===== src/rtl/flag_seek_pkg.sv =====
// Shared types for the flag-index seek driver: FSM states and counter command selects.
package flag_seek_pkg;

    localparam int IDX_W_DEF = 7;

    typedef enum logic [1:0] {
        IDLE,
        PULSE,
        GAP,
        FINISH
    } state_t;

    typedef enum logic [2:0] {
        NONE,
        CLR,
        INC,
        DEC,
        LOAD
    } cmd_t;

endpackage


===== src/rtl/flag_seek_dir.sv =====
// Ring distance from shadow to target on a counter of span max+1; picks the shorter
// direction (ties go forward) and whether that distance is small enough to step.
module flag_seek_dir
    import flag_seek_pkg::*;
#(
    parameter int IDX_W      = IDX_W_DEF,
    parameter int STEP_LIMIT = 4
) (
    input  logic [IDX_W-1:0] shadow,
    input  logic [IDX_W-1:0] target,
    input  logic [IDX_W-1:0] max_index,
    output logic             use_step,
    output logic             dir_inc
);

    logic [IDX_W:0] span;
    logic [IDX_W:0] fwd;
    logic [IDX_W:0] back;

    always_comb begin
        span = {1'b0, max_index} + (IDX_W+1)'(1);
        if (target >= shadow)
            fwd = {1'b0, target} - {1'b0, shadow};
        else
            fwd = {1'b0, target} + span - {1'b0, shadow};
        back     = span - fwd;
        dir_inc  = (fwd <= back);
        use_step = ((dir_inc ? fwd : back) <= (IDX_W+1)'(STEP_LIMIT));
    end

endmodule


===== src/rtl/flag_seek_driver.sv =====
// Drives a downstream flag-index counter to a requested index with clr/inc/dec/load strobes.
// Define FLAG_SEEK_STEP_EN to serve short seeks with inc/dec strobes instead of a load.
module flag_seek_driver
    import flag_seek_pkg::*;
#(
    parameter int IDX_W      = IDX_W_DEF,
    parameter int GAP_CYCLES = 1,
    parameter int STEP_LIMIT = 4
) (
    input  logic             counter_clk,
    input  logic             rst_n,
    input  logic             req_valid,
    output logic             req_ready,
    input  logic [IDX_W-1:0] req_index,
    input  logic [IDX_W-1:0] max_index,
    output logic             cmd_clr,
    output logic             cmd_inc,
    output logic             cmd_dec,
    output logic             cmd_load,
    output logic [IDX_W-1:0] load_val,
    output logic [IDX_W-1:0] shadow,
    output logic             done,
    output logic             err
);

    localparam int GAP_W = 4;

    state_t           state;
    cmd_t             cmd;
    cmd_t             plan;
    cmd_t             fire;
    logic [IDX_W-1:0] max_q;
    logic [GAP_W-1:0] gap_cnt;
    logic [IDX_W-1:0] shadow_nxt;

`ifdef FLAG_SEEK_STEP_EN
    logic use_step;
    logic dir_inc;

    flag_seek_dir #(
        .IDX_W      (IDX_W),
        .STEP_LIMIT (STEP_LIMIT)
    ) u_dir (
        .shadow    (shadow),
        .target    (req_index),
        .max_index (max_index),
        .use_step  (use_step),
        .dir_inc   (dir_inc)
    );

    always_comb begin
        if (req_index == '0)
            plan = CLR;
        else if (use_step)
            plan = dir_inc ? INC : DEC;
        else
            plan = LOAD;
    end
`else
    // target==0 with shadow==0 never reaches the plan: it is a done-only seek.
    always_comb plan = (req_index == '0) ? CLR : LOAD;
    assign cmd_inc = 1'b0;
    assign cmd_dec = 1'b0;
`endif

    // Command to strobe on the next cycle; NONE means no PULSE follows.
    always_comb begin
        fire = NONE;
        case (state)
            IDLE:    if (req_valid && req_index <= max_index && req_index != shadow) fire = plan;
            GAP:     if (gap_cnt == '0 && shadow != load_val) fire = cmd;
            default: fire = NONE;
        endcase
    end

    always_comb begin
        case (cmd)
            CLR:     shadow_nxt = '0;
            INC:     shadow_nxt = (shadow == max_q) ? '0 : shadow + 1'b1;
            DEC:     shadow_nxt = (shadow == '0) ? max_q : shadow - 1'b1;
            LOAD:    shadow_nxt = load_val;
            default: shadow_nxt = shadow;
        endcase
    end

    assign req_ready = (state == IDLE);

    always_ff @(posedge counter_clk or negedge rst_n) begin
        if (!rst_n) begin
            state    <= IDLE;
            cmd      <= NONE;
            shadow   <= '0;
            load_val <= '0;
            max_q    <= '0;
            gap_cnt  <= '0;
            cmd_clr  <= 1'b0;
            cmd_load <= 1'b0;
`ifdef FLAG_SEEK_STEP_EN
            cmd_inc  <= 1'b0;
            cmd_dec  <= 1'b0;
`endif
            done     <= 1'b0;
            err      <= 1'b0;
        end else begin
            cmd_clr  <= (fire == CLR);
            cmd_load <= (fire == LOAD);
`ifdef FLAG_SEEK_STEP_EN
            cmd_inc  <= (fire == INC);
            cmd_dec  <= (fire == DEC);
`endif
            done     <= 1'b0;
            err      <= 1'b0;
            case (state)
                IDLE: begin
                    if (req_valid) begin
                        load_val <= req_index;
                        max_q    <= max_index;
                        if (fire != NONE) begin
                            cmd   <= fire;
                            state <= PULSE;
                        end else begin
                            state <= FINISH;
                            err   <= (req_index > max_index);
                            done  <= (req_index <= max_index);
                        end
                    end
                end
                PULSE: begin
                    shadow  <= shadow_nxt;
                    gap_cnt <= GAP_W'(GAP_CYCLES - 1);
                    state   <= GAP;
                end
                GAP: begin
                    if (gap_cnt != '0) begin
                        gap_cnt <= gap_cnt - 1'b1;
                    end else if (fire != NONE) begin
                        state <= PULSE;
                    end else begin
                        state <= FINISH;
                        done  <= 1'b1;
                    end
                end
                FINISH:  state <= IDLE;
                default: state <= IDLE;
            endcase
        end
    end

endmodule


===== config.mk =====
export PLATFORM = sky130hd
export DESIGN_NAME = flag_seek_driver
export DESIGN_NICKNAME = d
export VERILOG_FILES = /design/src/rtl/flag_seek_pkg.sv /design/src/rtl/flag_seek_dir.sv /design/src/rtl/flag_seek_driver.sv
export SDC_FILE = /design/constraint.sdc
export NUM_CORES = 1
export LEC_CHECK = 0
export ABC_AREA = 0
export CORE_MARGIN = 2
export CORE_UTILIZATION = 49
export CTS_BUF_LIST = sky130_fd_sc_hd__clkbuf_16
export DETAILED_ROUTE_END_ITERATION = 12
export GPL_ROUTABILITY_DRIVEN = 0
export PLACE_DENSITY = 0.77
export SLEW_MARGIN = 20
export SYNTH_ARGS = -nofsm -noshare
export SYNTH_HDL_FRONTEND = slang
export SYNTH_SLANG_ARGS = --single-unit
export TNS_END_PERCENT = 5

===== constraint.sdc =====
create_clock -name counter_clk -period 1.91 [get_ports counter_clk]
set_input_delay 0.382 -clock counter_clk [delete_from_list [all_inputs] [get_ports counter_clk]]
set_output_delay 0.382 -clock counter_clk [all_outputs]
set_load 0.02 [all_outputs]

* Word-level counts from Yosys, hierarchy flattened
Cells that the tools add are included.
Operators by class: $add $sub $neg 3, order comparisons 2, equal/unequal tests 15, multiplexer cells 21, reduce and logical (&&, ||, !) cells 16
Operators by type and width (number):
- $pmux W7 S4 | 1
- $logic_not A7 Y1 | 2
- $mux W7 | 2
- $ne A7 B7 Y1 | 2
- $mux W3 | 3
- $pmux W2 S4 | 1
- $pmux W4 S2 | 1
- $reduce_and A2 Y1 | 4
- $reduce_bool A4 Y1 | 2
- $add A7 B1 Y7 const B | 1
- $eq A7 B7 Y1 | 1
- $gt A7 B7 Y1 | 1
- $le A7 B7 Y1 | 1
- $mux W1 | 7
- $sub A7 B1 Y7 const B | 1
- $eq A3 B1 Y1 const B | 2
- $eq A3 B2 Y1 const B | 2
- $eq A3 B3 Y1 const B | 2
- $mux W2 | 3
- $ne A2 B2 Y1 const B | 3
- $pmux W3 S2 | 1
- $eq A2 B2 Y1 const B | 2
- $logic_not A4 Y1 | 1
- $mux W4 | 1
- other kinds (8) | 10
Word-level totals: bits in registers 34, input bits 17

* Depth between registers and ports, before layout
Gate-level depths: netlist (run 1).
depth after elaboration 9, mapped depth 8, depth with buffers taken out 7

* Worst setup path before layout (run 1)
No wires, ideal clock.
path kind reg-to-reg, start point register shadow[0], end point register shadow[5], arrival 1879 ps, setup slack -55 ps, cell stages (with the launch flop) 9, buffers on the path 1, clock period less this slack 1965 ps, path through dfrtp_1 buf_2 inv_1 ha_1 or3b_1 nor2_1 nor3_1 o221a_1 o221ai_2
On the way: longest elaborated chain between the ends 3
RTL lines:
- start, declared | line flag_seek_driver.sv:21 | output logic [IDX_W-1:0] shadow,
- start signal, assigned | line flag_seek_driver.sv:129 | shadow <= shadow_nxt;
- $sub A7 B1 Y7, or another cell as far along | line flag_seek_driver.sv:80 | DEC: shadow_nxt = (shadow == '0) ? max_q : shadow - 1'b1;
- $mux W7, on equally long branches | line flag_seek_driver.sv:80, flag_seek_driver.sv:79
- $pmux W7 S4 (*) | line flag_seek_driver.sv:77 | case (cmd)
Every way passes the cells marked *; elsewhere a longest branch is shown, timed or not. A chain may end at the register's enable or synchronous reset.

* Final worst setup path (run 1)
start point input max_index[5], end point register cmd[0]
On the way: longest elaborated chain between the ends 7
RTL lines:
- start, declared | line flag_seek_driver.sv:15 | input logic [IDX_W-1:0] max_index,
- $le A7 B7 Y1 (*) | line flag_seek_driver.sv:70 | IDLE: if (req_valid && req_index <= max_index && req_index != shadow) fire = plan;
- $logic_and A1 B1 Y1 (*) (2 in a row) | line flag_seek_driver.sv:70
- $mux W3 (*) | line flag_seek_driver.sv:70
- $pmux W3 S2 (*) | line flag_seek_driver.sv:69 | case (state)
- $reduce_bool A3 Y1 | line flag_seek_driver.sv:118 | if (fire != NONE) begin
- $reduce_and A3 Y1 (no line)
- end signal, assigned | line flag_seek_driver.sv:119 | cmd <= fire;
- end, declared | line flag_seek_driver.sv:29 | cmd_t cmd;
Marked as above.

==> qor_table.md, run 1 <==
| Stage | Parameter | Value |
| --- | --- | --- |
| final layout | Commonest non-fill, non-tap cell in the layout | sky130_fd_sc_hd__nand2_1 |
| clocking | Clock-pin slew reported for the worst setup and hold paths after clock tree synthesis | 60 ps |
| detailed routing | Number of detailed-routing iterations run before antenna repair | 4 |
| logic synthesis | Synth top area share | 36.2% |
| critical path | Crit start category | input pin |
| detailed routing | Number of design rule violations left after detail routing | 0 |
| detailed routing | Routed wire length | 6.71 mm |
| timing | Fmax | 0.528 GHz |
| logic synthesis | Cell area after technology mapping | 0.00235 mm^2 |
| global route | Largest net degree at the start of global routing | 35 |
| clocking | CTS root buffer | sky130_fd_sc_hd__clkbuf_16 |
| final layout | Signed area change from the synthesized netlist to the final layout | 39.5% |
| global route | Global-route met1 utilization | 31.1% |
| global route | Antenna violations before repair | 0 |
| logic synthesis | Number of synthesis warnings | 0 |
| detailed routing | Total vias in the final route | 2280 |
| power | Pwr Density | 1480 mW/mm^2 |
| clocking | H-tree levels | 2 |
| floorplan | Number of placed I/O pins | 38 |
| logic synthesis | Cells after Synth | 270 |
| power | Power consumption | 0.00486 W |
| global route | Global-route wire length before repair | 10.5 mm |
| global route | Global routing's busiest layer | met2 |
| final layout | Nets | 358 |
| critical path | FF-to-FF Start | shadow[1] |
| clocking | # clock sinks | 34 |
| detailed routing | Routed wirelength normalized by instance count | 17.4 um |
| logic synthesis | Number of synthesized flops with an enable pin | 0 |
| critical path | Data required time at the worst endpoint | 2080 ps |
| final layout | Number of diodes added for antenna fixing | 0 |
| timing | Time the final worst path needs with I/O delays and setup | 1890 ps |
| logic synthesis | Synthesized area per cell | 8.70 um^2 |
| timing | Final hold violations | 0 |
| global route | Total Routing Usage GR | 25.8% |
| final layout | Fraction of final layout cells sized beyond drive strength 1 | 22.7% |
| clocking | Buffer depth of the longest clock path | 2 |
| critical path | Data arrival time of the critical path | 2070 ps |
| floorplan | Die Height | 73.2 um |
| power | Leakage | 1.44 nW |
| clocking | Clock tree from TritonCTS | built |
| power | Worst vdd rail ir drop | 0.000850 V |
| critical path | Maximum net fanout on the critical path | 4 |
| timing | RSZ-0062 raised after global routing | true |
| logic synthesis | FF+latch count, synth | 34 |
| clocking | TritonCTS buffer count | 5 |
| detailed routing | Average via count per standard cell | 5.92 |
| clocking | Clock latency reported for the late side of the worst-skew pair | 290 ps |
| placed design | Count of buffers from port buffering | 35 |
| logic synthesis | Seq/Total Area, Yosys | 36.2% |
| detailed routing | Routed Antenna Nets | 0 |
| critical path | Setup CP Type | input pin to flop |
| placed design | Post-detail-place hpwl | 4.49 mm |
| timing | Part of the cycle the worst path needs | 99.1% |
| timing | Clk_skew | 5.83 ps |
| timing | Slack of the critical path | 16.7 ps |
| run | Reported max-cap violation count | 0 |
| detailed routing | Initial drt markers | 223 |
| final layout | Leading cell types in the layout, fill and taps excluded | sky130_fd_sc_hd__nand2_1, sky130_fd_sc_hd__buf_4, sky130_fd_sc_hd__dfrtp_1, sky130_fd_sc_hd__clkdlybuf4s50_1, sky130_fd_sc_hd__o21ai_0 |
| final layout | Fraction of the core area covered by cells at the end of the flow | 70.3% |
| floorplan | Core region area | 0.00466 mm^2 |
| floorplan | Die X | 73.2 um |
| timing | Setup violators final | 0 |
| global route | Number of global-route vias before repair | 2257 |
| logic synthesis | Number of distinct standard cells referenced by the synthesized netlist | 55 |
| global route | Global-route met3 utilization | 5.25% |
| worst hold path | Class of the most critical hold timing path | input pin to asynchronous set/reset pin |
| floorplan | Initial core utilization | 50.4% |
| clocking | Count of hold-fix buffers inserted at cts | 0 |
| outcome | Run status | finished, final reports clean |
| placed design | Post-Place Worst Slack | -374 ps |
| logic synthesis | Post-synth top flop | sky130_fd_sc_hd__dfrtp_1 |
| timing | Final count of pins violating max slew | 0 |
| logic synthesis | Share of flip-flops with an asynchronous set or reset after synthesis | 100% |
| global route | GRT met2 Usage | 43.1% |
| critical path | Element type at the critical path end | flop |
| global route | GR Overflow Total | 0 |
| critical path | Beginning of the critical path | max_index[5] |
| floorplan | Overall die area | 0.00536 mm^2 |
| logic synthesis | Synth area leader | sky130_fd_sc_hd__dfrtp_1 |
| floorplan | Total number of placement rows | 25 |
| logic synthesis | Area contributors post-synth | sky130_fd_sc_hd__dfrtp_1, sky130_fd_sc_hd__nand2_1, sky130_fd_sc_hd__ha_1 |
-- Yosys cell counts, drive strengths merged (2+ instances only) --
cell    number
inv         18
nand3        6
o21a         3
nor2        11
o311ai       3
nor4         6
nor2b        2
nand2       46
nor3         6
a32o         2
buf         11
a21oi       11
nand3b       3
o22ai        2
dfrtp       34
and2         3
or3          3
a22o         4
xnor2       14
and2b        2
o21ai       20
o221a        2
clkbuf       4
and4         2
ha          11
o211ai       5
xor2        10
or4          2
nand4        4
nor3b        3
-- critical path: stages --
cell,delay (ps)
sky130_fd_sc_hd__clkdlybuf4s50_1,460
sky130_fd_sc_hd__inv_1,80
sky130_fd_sc_hd__ha_4,270
sky130_fd_sc_hd__nand4_1,100
sky130_fd_sc_hd__a21oi_1,140
sky130_fd_sc_hd__o22ai_1,100
sky130_fd_sc_hd__buf_4,160
sky130_fd_sc_hd__nand4_1,130
sky130_fd_sc_hd__a21bo_2,240
-- state kept, by name, summed over array words and instances, names as in the netlist --
name	flops
load_val	7
max_q	7
shadow	7
gap_cnt	4
cmd	3
state	2
cmd_clr	1
cmd_load	1
done	1
err	1
-- kinds of logic (layout without fill, tap and decap cells) --
kind of cell	count (synthesis)	after routing	share of synthesized area (%)
AO/OA/AOI/OAI	64	64	19.3
XOR/XNOR	24	24	8.95
adder cells (fa/ha/maj)	11	11	5.86
buffers and inverters	33	93	6.55
flip-flops	34	34	36.2
other	1	2	0.160
AND/OR/NAND/NOR	103	103	22.9
-- area by class of cell --
cell class	instances	area, um^2
fill	335	1380
tap	54	67.6
clock buffer	5	125
multi-input combinational	204	1480
sequential	34	857
clock inverter	3	68.8
inverter	18	67.6
timing repair buffer	67	611
-- through the flow --
stage | std cells | instance area, um^2 | hold slack, ps | setup TNS [ps]
after floorplan | 271 | 2360 | 86.4 | 0
after global placement | 374 | 2920 | 518 | -2060
after detailed placement | 374 | 2920 | 528 | -2190
after CTS | 382 | 3120 | 533 | 0
after global routing | 385 | 3280 | 556 | -157
final | 385 | 3280 | 514 | 0
-- where the power goes --
group / total (W) / internal [W] / leakage, nW / switching (W)
clock: 0.00108 / 0.000750 / 0.0940 / 0.000334
sequential: 0.00134 / 0.000978 / 0.427 / 0.000359
combinational: 0.00244 / 0.00114 / 0.921 / 0.00130
total: 0.00486 / 0.00287 / 1.44 / 0.00199
-- layer usage --
layer | vias up | part of all wire, % | wire, um
met2 | 108 | 49 | 3290
met3 | 32 | 5.8 | 388
met1 | 1068 | 41 | 2720
met4 | 0 | 4.7 | 315
met5 | - | 0 | 0
li1 | 1072 | - | -
-- path summary, 6_finish.rpt --
path | slack (ps) | depth (start not counted) | end
worst max-delay path | 20 | 9 | cmd[0]
worst min-delay path | 510 | 2 | load_val[2]
worst max register to register | 50 | 6 | cmd_load
worst min register to register | 550 | 2 | max_q[2]
max in group asynchronous | 1040 | 2 | shadow[0]
min in group counter_clk | 540 | 4 | load_val[6]
-- repair_timing --
| item | in CTS | in global routing |
|---|---|---|
| hold endpoints to repair | 0 | 0 |
| setup endpoints to repair | 9 | 12 |
| gates resized for setup | 6 | 24 |
| pin swaps | 0 | 7 |
| setup buffers | 0 | 3 |
Note: power is estimated with default switching activity, not from simulation.
==> inputs of run 2 (changes only) <==
- SKIP_LAST_GASP: unset -> 1
==> run 2 against run 1 <==
  * The run now ends with setup timing left
  * Critical endpoint is now req_ready
  * Power down 2.1%
  * Largest power group unchanged
  * Sequential power about the same
  * Via count down 2.9%
  * Flip-flop and latch count unchanged
==> qor_table.md, run 2 (synthesized netlist as in run 1, its figures left out) <==
| Stage | Parameter | Value | Change |
| --- | --- | --- | --- |
| global route | Antenna violations before repair | 0 | unchanged |
| timing | Clk_skew | 3.99 ps | was 5.83 ps |
| timing | Final hold violations | 0 | unchanged |
| final layout | Signed area change from the synthesized netlist to the final layout | 34.2% | was 39.5% |
| critical path | Setup CP Type | flop to output port | was input pin to flop |
| global route | Largest net degree at the start of global routing | 35 | unchanged |
| detailed routing | Initial drt markers | 172 | was 223 |
| clocking | TritonCTS buffer count | 5 | unchanged |
| timing | Setup violators final | 3 | was 0 |
| final layout | Fraction of final layout cells sized beyond drive strength 1 | 17.7% | was 22.7% |
| worst hold path | Class of the most critical hold timing path | input pin to flop | was input pin to asynchronous set/reset pin |
| power | Worst vdd rail ir drop | 0.000839 V | was 0.000850 V |
| floorplan | Total number of placement rows | 25 | unchanged |
| critical path | Data required time at the worst endpoint | 1530 ps | was 2080 ps |
| final layout | Nets | 355 | was 358 |
| timing | Final sum of negative setup slack | -138 ps | was 0 ps |
| critical path | Element type at the critical path end | output port | was flop |
| floorplan | Overall die area | 0.00536 mm^2 | unchanged |
| detailed routing | Routed Antenna Nets | 0 | unchanged |
| placed design | Post-Place Worst Slack | -374 ps | unchanged |
| placed design | Count of buffers from port buffering | 35 | unchanged |
| final layout | Fraction of the core area covered by cells at the end of the flow | 67.6% | was 70.3% |
| power | Power consumption | 0.00476 W | was 0.00486 W |
| detailed routing | Total vias in the final route | 2214 | was 2280 |
| power | Pwr Density | 1510 mW/mm^2 | was 1480 mW/mm^2 |
| detailed routing | Routed wire length | 6.34 mm | was 6.71 mm |
| final layout | Biggest registers after layout | load_val: 7 flops, max_q: 7 flops, shadow: 7 flops | unchanged |
| outcome | Run status | finished with violations | was finished, final reports clean |
| timing | Fmax | 0.506 GHz | was 0.528 GHz |
| placed design | Post-detail-place hpwl | 4.49 mm | unchanged |
| detailed routing | Average via count per standard cell | 5.80 | was 5.92 |
| clocking | # clock sinks | 34 | unchanged |
| run | Reported max-cap violation count | 0 | unchanged |
| floorplan | Initial core utilization | 50.4% | unchanged |
| timing | Part of the cycle the worst path needs | 103% | was 99.1% |
| final layout | Commonest non-fill, non-tap cell in the layout | sky130_fd_sc_hd__nand2_1 | unchanged |
| power | Leakage | 1.39 nW | was 1.44 nW |
| detailed routing | Number of detailed-routing iterations run before antenna repair | 4 | unchanged |
| floorplan | Die X | 73.2 um | unchanged |
| clocking | H-tree levels | 2 | unchanged |
| outcome | Failing checks | setup timing |  |
| floorplan | Core region area | 0.00466 mm^2 | unchanged |
| clocking | Clock-pin slew reported for the worst setup and hold paths after clock tree synthesis | 60 ps | about the same |
| clocking | CTS root buffer | sky130_fd_sc_hd__clkbuf_16 | unchanged |
| final layout | Number of diodes added for antenna fixing | 0 | unchanged |
| detailed routing | Number of design rule violations left after detail routing | 0 | unchanged |
| floorplan | Die Height | 73.2 um | unchanged |
| critical path | Worst r2r path cells | 7 | was 6 |
| global route | GR Overflow Total | 0 | unchanged |
| critical path | Maximum net fanout on the critical path | 7 | was 4 |
| detailed routing | Routed wirelength normalized by instance count | 16.6 um | was 17.4 um |
| clocking | Buffer depth of the longest clock path | 2 | unchanged |
| timing | RSZ-0062 raised after global routing | true | unchanged |
| timing | Final count of pins violating max slew | 0 | unchanged |
| clocking | Setup Buffers After CTS | 0 | unchanged |
| global route | Total Routing Usage GR | 25.8% | unchanged |
| timing | Hold Slack | 493 ps | was 514 ps |
| final layout | Leading cell types in the layout, fill and taps excluded | sky130_fd_sc_hd__nand2_1, sky130_fd_sc_hd__clkdlybuf4s50_1, sky130_fd_sc_hd__dfrtp_1 | was sky130_fd_sc_hd__nand2_1, sky130_fd_sc_hd__buf_4, sky130_fd_sc_hd__dfrtp_1, sky130_fd_sc_hd__clkdlybuf4s50_1, sky130_fd_sc_hd__o21ai_0 |
| critical path | Data arrival time of the critical path | 1590 ps | was 2070 ps |
| worst hold path | Hold depth | 3 |  |
| global route | Number of global-route vias before repair | 2257 | unchanged |
| timing | Slack of the critical path | -66.6 ps | was 16.7 ps |
| clocking | Clock tree from TritonCTS | built | unchanged |
| critical path | Crit start category | flop | was input pin |
| floorplan | Number of placed I/O pins | 38 | unchanged |
| clocking | Clock latency reported for the late side of the worst-skew pair | 280 ps | was 290 ps |
| global route | Global-route wire length before repair | 10.5 mm | unchanged |
| timing | Time the final worst path needs with I/O delays and setup | 1980 ps | was 1890 ps |
-- run 2: path summary, 6_finish.rpt --
path	from	end	slack, ps
worst min register to register	max_q[2]	max_q[2]	550
min in group asynchronous	rst_n	load_val[1]	510
worst min-delay path	req_index[2]	load_val[2]	490
max in group asynchronous	rst_n	shadow[0]	1060
worst max register to register	shadow[0]	shadow[2]	70
worst max-delay path	state[1]	req_ready	-70
-- run 2: metal layers --
metal  GRT usage [%]  part of all wire [%]  up-vias  wire length (um)
li1                -                     -     1065                 -
met1            31.1                    41     1045              2580
met2            43.1                    51       85              3220
met3            5.25                   5.4       19               342
met4            13.6                   3.1        0               194
met5               0                     0        -                 0
-- run 2: metrics by stage --
stage                     cells  instance area [um^2]
after floorplan             271                  2360
after global placement      374                  2920
after detailed placement    374                  2920
after CTS                   382                  3120
after global routing        382                  3150
final                       382                  3150
-- run 2: where the power goes --
part / internal, W / switching, W
Combinational: 0.00111 / 0.00123
Sequential: 0.000976 / 0.000363
Clock: 0.000750 / 0.000334
-- run 2: critical path: stages (launching register included) --
cell and delay, ps:
sky130_fd_sc_hd__dfrtp_1 460, sky130_fd_sc_hd__nor2_1 210, sky130_fd_sc_hd__clkdlybuf4s50_1 640
-- run 2: final cells by class --
class | instances | area (um^2)
repair buffers | 64 | 583
clock buffers | 5 | 125
flip-flops and latches | 34 | 856
well taps | 54 | 67.6
fillers | 375 | 1510
inverters | 18 | 67.6
multi-input cells | 204 | 1380
clock inverters | 3 | 68.8
-- run 2: timing repair --
item                       4_1_cts  5_1_grt
pin swaps                        0        0
resized for setup                1        6
setup endpoints to repair        9       15
hold buffers                     0        0
